`src/rtl/uart_prog_loader.sv`:
```
// UART program loader: receives an 8N1 framed image, writes it word by word into
// instruction memory and releases the CPU from reset once the checksum verifies.
module uart_prog_loader #(
  parameter int CLKS_PER_BIT = 217,
  parameter int ADDR_W       = 14
) (
  input  logic              clk,
  input  logic              rst,
  input  logic              uart_rx_i,
  output logic              imem_we_o,
  output logic [ADDR_W-1:0] imem_a_o,
  output logic [31:0]       imem_d_o,
  output logic              cpu_rst_o,
  output logic              busy_o,
  output logic              done_o,
  output logic              err_o
);

  localparam int CW = $clog2(CLKS_PER_BIT);
  localparam logic [CW-1:0] BIT_LAST  = CW'(CLKS_PER_BIT - 1);
  localparam logic [CW-1:0] HALF_LAST = CW'(CLKS_PER_BIT / 2 - 1);
  localparam logic [16:0]   MAX_WORDS = 17'(2 ** ADDR_W);

  typedef enum logic [1:0] {RX_IDLE, RX_START, RX_DATA, RX_STOP} rx_state_t;
  typedef enum logic [2:0] {WAIT_SYNC, LEN_LO, LEN_HI, DATA, CSUM, RUN} ld_state_t;

  rx_state_t         rx_state_q, rx_state_d;
  logic [CW-1:0]     cnt_q, cnt_d;
  logic [2:0]        bit_q, bit_d;
  logic [7:0]        shift_q, shift_d;
  logic              byte_valid_q, byte_valid_d;
  logic              frame_err_q, frame_err_d;
  logic              rx_meta_q, rx_sync_q, rx_prev_q;

  ld_state_t         ld_q, ld_d;
  logic [15:0]       len_q, len_d;
  logic [16:0]       idx_q, idx_d;
  logic [1:0]        bcnt_q, bcnt_d;
  logic [23:0]       asm_q, asm_d;
  logic [7:0]        csum_q, csum_d;
  logic              err_q, err_d;
  logic              we_q, we_d;
  logic              done_q, done_d;
  logic [ADDR_W-1:0] a_q, a_d;
  logic [31:0]       dat_q, dat_d;

  // Receiver: edge-triggered start, mid-bit sampling, stop bit decides valid vs framing error.
  always_comb begin
    rx_state_d   = rx_state_q;
    cnt_d        = cnt_q;
    bit_d        = bit_q;
    shift_d      = shift_q;
    byte_valid_d = 1'b0;
    frame_err_d  = 1'b0;
    case (rx_state_q)
      RX_IDLE: begin
        cnt_d = '0;
        bit_d = '0;
        if (rx_prev_q && !rx_sync_q) rx_state_d = RX_START;
      end
      RX_START: begin
        if (cnt_q == HALF_LAST) begin
          cnt_d      = '0;
          rx_state_d = rx_sync_q ? RX_IDLE : RX_DATA;
        end else begin
          cnt_d = cnt_q + CW'(1);
        end
      end
      RX_DATA: begin
        if (cnt_q == BIT_LAST) begin
          cnt_d   = '0;
          shift_d = {rx_sync_q, shift_q[7:1]};
          bit_d   = bit_q + 3'd1;
          if (bit_q == 3'd7) rx_state_d = RX_STOP;
        end else begin
          cnt_d = cnt_q + CW'(1);
        end
      end
      RX_STOP: begin
        if (cnt_q == BIT_LAST) begin
          rx_state_d = RX_IDLE;
          if (rx_sync_q) byte_valid_d = 1'b1;
          else           frame_err_d  = 1'b1;
        end else begin
          cnt_d = cnt_q + CW'(1);
        end
      end
      default: rx_state_d = RX_IDLE;
    endcase
  end

  // Loader: shift_q holds the received byte while byte_valid_q is high.
  always_comb begin
    ld_d   = ld_q;
    len_d  = len_q;
    idx_d  = idx_q;
    bcnt_d = bcnt_q;
    asm_d  = asm_q;
    csum_d = csum_q;
    err_d  = err_q;
    we_d   = 1'b0;
    done_d = 1'b0;
    a_d    = a_q;
    dat_d  = dat_q;
    if (frame_err_q && ld_q != RUN) begin
      err_d = 1'b1;
      ld_d  = WAIT_SYNC;
    end else if (byte_valid_q) begin
      case (ld_q)
        WAIT_SYNC, RUN: begin
          if (shift_q == 8'hA5) begin
            ld_d   = LEN_LO;
            err_d  = 1'b0;
            csum_d = '0;
            idx_d  = '0;
            bcnt_d = '0;
          end
        end
        LEN_LO: begin
          len_d[7:0] = shift_q;
          ld_d       = LEN_HI;
        end
        LEN_HI: begin
          len_d = {shift_q, len_q[7:0]};
          if ({1'b0, shift_q, len_q[7:0]} > MAX_WORDS) begin
            err_d = 1'b1;
            ld_d  = WAIT_SYNC;
          end else if ({shift_q, len_q[7:0]} == 16'd0) begin
            ld_d = CSUM;
          end else begin
            ld_d = DATA;
          end
        end
        DATA: begin
          csum_d = csum_q ^ shift_q;
          bcnt_d = bcnt_q + 2'd1;
          if (bcnt_q == 2'd3) begin
            we_d  = 1'b1;
            a_d   = idx_q[ADDR_W-1:0];
            dat_d = {shift_q, asm_q};
            idx_d = idx_q + 17'd1;
            if (idx_q + 17'd1 == {1'b0, len_q}) ld_d = CSUM;
          end else begin
            asm_d = {shift_q, asm_q[23:8]};
          end
        end
        CSUM: begin
          if (shift_q == csum_q) begin
            ld_d   = RUN;
            done_d = 1'b1;
          end else begin
            err_d = 1'b1;
            ld_d  = WAIT_SYNC;
          end
        end
        default: ld_d = WAIT_SYNC;
      endcase
    end
  end

  always_ff @(posedge clk or posedge rst) begin
    if (rst) begin
      rx_meta_q    <= 1'b1;
      rx_sync_q    <= 1'b1;
      rx_prev_q    <= 1'b1;
      rx_state_q   <= RX_IDLE;
      cnt_q        <= '0;
      bit_q        <= '0;
      shift_q      <= '0;
      byte_valid_q <= 1'b0;
      frame_err_q  <= 1'b0;
      ld_q         <= WAIT_SYNC;
      len_q        <= '0;
      idx_q        <= '0;
      bcnt_q       <= '0;
      asm_q        <= '0;
      csum_q       <= '0;
      err_q        <= 1'b0;
      we_q         <= 1'b0;
      done_q       <= 1'b0;
      a_q          <= '0;
      dat_q        <= '0;
    end else begin
      rx_meta_q    <= uart_rx_i;
      rx_sync_q    <= rx_meta_q;
      rx_prev_q    <= rx_sync_q;
      rx_state_q   <= rx_state_d;
      cnt_q        <= cnt_d;
      bit_q        <= bit_d;
      shift_q      <= shift_d;
      byte_valid_q <= byte_valid_d;
      frame_err_q  <= frame_err_d;
      ld_q         <= ld_d;
      len_q        <= len_d;
      idx_q        <= idx_d;
      bcnt_q       <= bcnt_d;
      asm_q        <= asm_d;
      csum_q       <= csum_d;
      err_q        <= err_d;
      we_q         <= we_d;
      done_q       <= done_d;
      a_q          <= a_d;
      dat_q        <= dat_d;
    end
  end

  assign imem_we_o = we_q;
  assign imem_a_o  = a_q;
  assign imem_d_o  = dat_q;
  assign cpu_rst_o = (ld_q != RUN);
  assign busy_o    = (ld_q == LEN_LO) || (ld_q == LEN_HI) || (ld_q == DATA) || (ld_q == CSUM);
  assign done_o    = done_q;
  assign err_o     = err_q;

endmodule

```
`config.mk`:
```
export PLATFORM = sky130hd
export DESIGN_NAME = uart_prog_loader
export DESIGN_NICKNAME = d
export VERILOG_FILES = /design/src/rtl/uart_prog_loader.sv
export SDC_FILE = /design/constraint.sdc
export NUM_CORES = 1
export LEC_CHECK = 0
export ABC_AREA = 0
export CAP_MARGIN = 20
export CORE_UTILIZATION = 65
export CTS_BUF_LIST = sky130_fd_sc_hd__clkbuf_2
export CTS_CLUSTER_DIAMETER = 100
export DETAILED_ROUTE_END_ITERATION = 10
export PLACE_DENSITY = 0.91
export SLEW_MARGIN = 0
export SYNTH_ARGS = -nofsm -noshare
export SYNTH_HDL_FRONTEND = slang
export SYNTH_SLANG_ARGS = --single-unit
```
`constraint.sdc`:
```
create_clock -name clk -period 7.4 [get_ports clk]
set_clock_uncertainty 0.15 [all_clocks]
set_input_delay 1.48 -clock clk [delete_from_list [all_inputs] [get_ports clk]]
set_output_delay 1.48 -clock clk [all_outputs]
set_load 0.005 [all_outputs]
```
# After elaboration in Yosys (flattened, before gate mapping)
# Cells that the tools add are included.
dict set report word_totals {
  mem_bits_rw 0
  input_bits 3
  reg_bits 145
  romBits 0
  n_memories 0
  output_inout_bits 51
  latch_bits 0
  word_cells 132
}
dict set report classes {
  eq_ne 29
  div 0
  shift 0
  add_sub_neg 4
  order_cmp 1
  n_reduce_logical 25
  bitwise 3
  mul 0
  n_mux 49
}
# op count
set ops {}
lappend ops {{two-way mux 17 bit} 2}
lappend ops {{case mux 17 bit (2 select lines)} 1}
lappend ops {{two-way mux 8 bit} 4}
lappend ops {{case mux 8 bit (4 select lines)} 1}
lappend ops {{two-way mux 3 bit} 9}
lappend ops {{two-way mux 1 bit} 19}
lappend ops {{!= test 3 bit, second input constant} 6}
lappend ops {{adder 17 x 1 -> 17 bit, second input constant} 1}
lappend ops {{== test 17 x 16 -> 1 bit} 1}
lappend ops {{== test 8 bit, second input constant} 2}
lappend ops {{> comparator 16 x 15 -> 1 bit, second input constant} 1}
lappend ops {{logical NOT 16 bit} 1}
lappend ops {{!= test 2 bit, second input constant} 8}
lappend ops {{case mux 8 bit (2 select lines)} 1}
lappend ops {{AND reduction 4 bit} 4}
lappend ops {{case mux 3 bit (5 select lines)} 1}
lappend ops {{AND reduction 5 bit} 3}
lappend ops {{two-way mux 2 bit} 7}
lappend ops {{== test 3 bit, second input constant} 3}
lappend ops {{adder 8 x 1 -> 8 bit, second input constant} 1}
lappend ops {{== test 8 x 7 -> 1 bit, second input constant} 1}
lappend ops {{== test 8 bit} 1}
lappend ops {{case mux 2 bit (4 select lines)} 1}
lappend ops {{XOR 8 bit} 1}
lappend ops {{20 further kinds} 31}

# Depth between registers and ports, before layout
dict set report depth {
  depth_word 7
  ltp_mapped 9
  depth_no_buf 8
}

# Worst setup path after synthesis
# Ideal clock, no wire load.
dict set report synth_timing {
  path_type {flip-flop to output port}
  startpoint {register ld_q[1]}
  endpoint {output port cpu_rst_o}
  arrival_ns 0.787
  t_required_ns 5.770
  n_path_buf 1
  slack_ns 4.983
  stages_incl_launch_ff 4
  path_cell_list {dfrtp_1 -> buf_6 -> inv_1 -> nand3_1}
}
dict set report synth_between {
  elab_chain_len 1
}
# element line
set synth_rtl {}
lappend synth_rtl {{from (decl)} 35} ;# ld_state_t ld_q, ld_d;
lappend synth_rtl {{from (signal assigned)} 193} ;# ld_q <= ld_d;
lappend synth_rtl {{!= test 3 bit} 210} ;# assign cpu_rst_o = (ld_q != RUN);
lappend synth_rtl {{to (decl)} 13} ;# output logic cpu_rst_o,
# No other way between the ends.

# Worst setup path after layout
# Same ends and word-level chain as after synthesis.

==> summary.txt <==
Status: finished, final reports clean
Worst EP arrival: 2.24 ns
Cells after synthesis: 674
Slew Limit Fails: 0
GRT Resource Usage Total: 28.8%
Seq cells post-synth: 145
Final hold violation count: 0
Least-Margin Pin Slew: 0.878 ns
Crit. End Element: output port
Final non-filler cell total: 861
Complex-gate fraction of the synthesized area: 8.97%
Worst setup margin: 3.53 ns
Met1 usage: 36.1%
Slowest cell on crit path: dfrtp_1
Net Count, Synth: 683
Area contributors post-synth: dfrtp_1, nand2_1, mux2_2
Slowest stage delay, CP: 0.69 ns
Adder-Cell Fraction of Synth Area: 1.10%
Met2 Use GR: 48.5%
Synth warnings: 0
Largest family of logic cells by synthesized area: simple AND/OR/NAND/NOR gates
Dpl cells: 828
Height of the chip: 105 microns
XOR/XNOR Fraction of Synth Area: 4.20%
Core Area: 10300 sq um
Fillers: 686
Clock transition at path regs: 0.25 ns
Synth-to-Final Area Change: 11.8%
GR peak layer: met2
Power Density: 178 nW/um^2
Post-CTS Setup Bufs: 0
Initial core utilization: 66.7%
Hpwl dp: 9420 microns
Largest net degree at the start of global routing: 75
Post-route ant nets: 0
Kind of critical path: flip-flop to output port
Routed WL per cell: 17.2 microns
Top FF cell, synth: dfrtp_1
TritonCTS clock tree: built
Area share of the largest cell type after synthesis: 51.9%
Share of layout cells above drive strength 1: 14.3%
I/O pins: 54
Relative slew margins: 41.5%
Total number of vias: 5124
Commonest cells in the netlist: nand2_1, dfrtp_1, nor2_1, mux2_2, o21ai_0
Simple-gate area share of the yosys netlist: 20.2%
Met3 Use GR: 5.05%
HP Class: flip-flop to flip-flop
Total power: 0.00136 W
Mean Syn Cell Area: 10.2 sq um
Sequential element share of the synthesized area: 53.0%
Yosys cell types: 67
Number of synthesized flops with an enable pin: 0
Clock Path Buffers: 2
Initial antenna violation count: 0
Setup TNS: 0 ns
Clock Latency Late Sink: 0.74 ns
Worst path required time: 5.77 ns
Ys async rst share: 100%
DRT Pass-1 Iters: 6
DRT iter0 DRCs: 375
Finish-stage setup viols: 0
Global-route wire length before repair: 24600 microns
Vias in the first global route: 5152
Cts bufs inserted: 17
Hold buffer count at CTS: 0
Max IR drop VDD: 0.124 mV
CP max FO: 14
Layout Nets: 721
Die Area: 11000 sq um
Fin crit period: 3.87 ns
Max-cap violations: 0
Remaining DRCs: 0
CTS root buf: clkbuf_2
Buffers & Inverters on Critical Path: 2
Post-Syn Area: 6850 sq um
Crit path max-delay family: buffers and inverters
Mux contribution to synthesized area: 8.86%
Max Freq: 258 MHz
Worst path cell trace: inv_1, nand3_1, clkdlybuf4s50_1
Die Wd: 105 microns
Final wirelength: 14800 microns
Place WS: 3.87 ns
Total grt overflow: 0
Period utilisation layout: 52.3%
PostCTS Resize Cnt: 0
Port Buf Inserts: 53
Vias/cell: 5.95
H-tree levels: 4
Standard-cell rows: 37
Most frequent cell after synthesis: nand2_1
Leakage: 3.71 nW
Antenna diodes: 0
Clk sink count: 145
GPL Wtd Cong: 0.869
Area leader, netlist: dfrtp_1
Startpoint Class: flip-flop
RSZ-0062 raised after global routing: false
report_power, final:
part	internal, W	total [W]	switching [W]
combinational	0.0000215	0.0000612	0.0000398
clock	0.000138	0.000469	0.000331
sequential	0.000809	0.000830	0.0000212
total	0.000968	0.00136	0.000392
worst reg2reg max path, delay by kind of cell (launching register included):
family                 cells  cell delay [ns]
AOI/OAI and AO/OA          1             0.31
buffers and inverters      2             0.58
DFF                        1             0.69
and+or+nand+nor            4             1.05
path summary, 6_finish.rpt:
| path | end | from | slack [ns] | depth (start not counted) |
|---|---|---|---|---|
| setup / recovery | cpu_rst_o | ld_q[1] | 3.53 | 3 |
| hold reg to reg | rx_sync_q | rx_meta_q | 0.24 | 0 |
| hold / removal | rx_sync_q | rx_meta_q | 0.24 | 0 |
| min in group asynchronous | asm_q[22] | rst | 1.00 | 2 |
| setup reg to reg | idx_q[14] | ld_q[1] | 4.54 | 7 |
| max in group asynchronous | idx_q[1] | rst | 4.70 | 3 |
cells in the final DEF, fill, tap and decap left out, types with 4 or more instances in the layout:
master,count
nand2_1,167
dfrtp_1,142
clkdlybuf4s50_1,53
nor2_1,42
mux2_2,42
o21ai_0,27
xnor2_1,19
clkbuf_2,17
nand3_1,14
xor2_1,12
inv_1,10
nand4_1,10
a21oi_1,10
o31ai_1,9
o21ai_1,9
nor2b_1,8
nand2b_1,7
nor4_1,7
a21o_1,7
mux2_1,7
inv_6,6
ha_1,6
a22o_1,5
buf_4,5
nor3_2,4
nor3_1,4
mux2i_1,4
and3_1,4
sequential cells by signal, summed over array words and instances, names as in the netlist, 2 cells and up, named ones only:
| register | flops |
|---|---|
| asm_q | 24 |
| cnt_q | 8 |
| bcnt_q | 2 |
| ld_q | 3 |
| shift_q | 8 |
| imem_d_o | 32 |
| bit_q | 3 |
| csum_q | 8 |
| idx_q | 17 |
| imem_a_o | 14 |
| len_q | 16 |
final cells by class:
class	instances	area (sq um)	area share, %
Multi-Input combinational cell	478	2970	38.8
Sequential cell	145	3630	47.4
Tap cell	136	170	2.22
Clock buffer	17	85.1	1.11
Timing Repair Buffer	59	583	7.61
Clock inverter	15	166	2.17
Inverter	11	46.3	0.605
stage by stage:
stage | hold WS (ns) | area, sq um | util, %
finish | 0.240 | 7660 | 74.5
global route | 0.249 | 7660 | 74.5
CTS | 0.253 | 7640 | 74.4
detailed placement | 0.200 | 7390 | 71.9
global placement | 0.196 | 7380 | 71.8
floorplan | 0.195 | 6850 | -
layer usage:
metal,wire [microns],up-vias
met5,0,-
met4,476,0
met3,649,48
met2,7570,173
met1,6100,2528
li1,-,2375
cell families (layout without fill, tap and decap cells):
logic type,Yosys count,after routing
and+or+nand+nor,294,294
DFF,145,145
AOI/OAI and AO/OA,92,92
muxes,54,54
buffers and inverters,51,102
xor gates and xnor gates,32,32
adders and majority gates,6,6
Power figures use the tool's default switching activity.
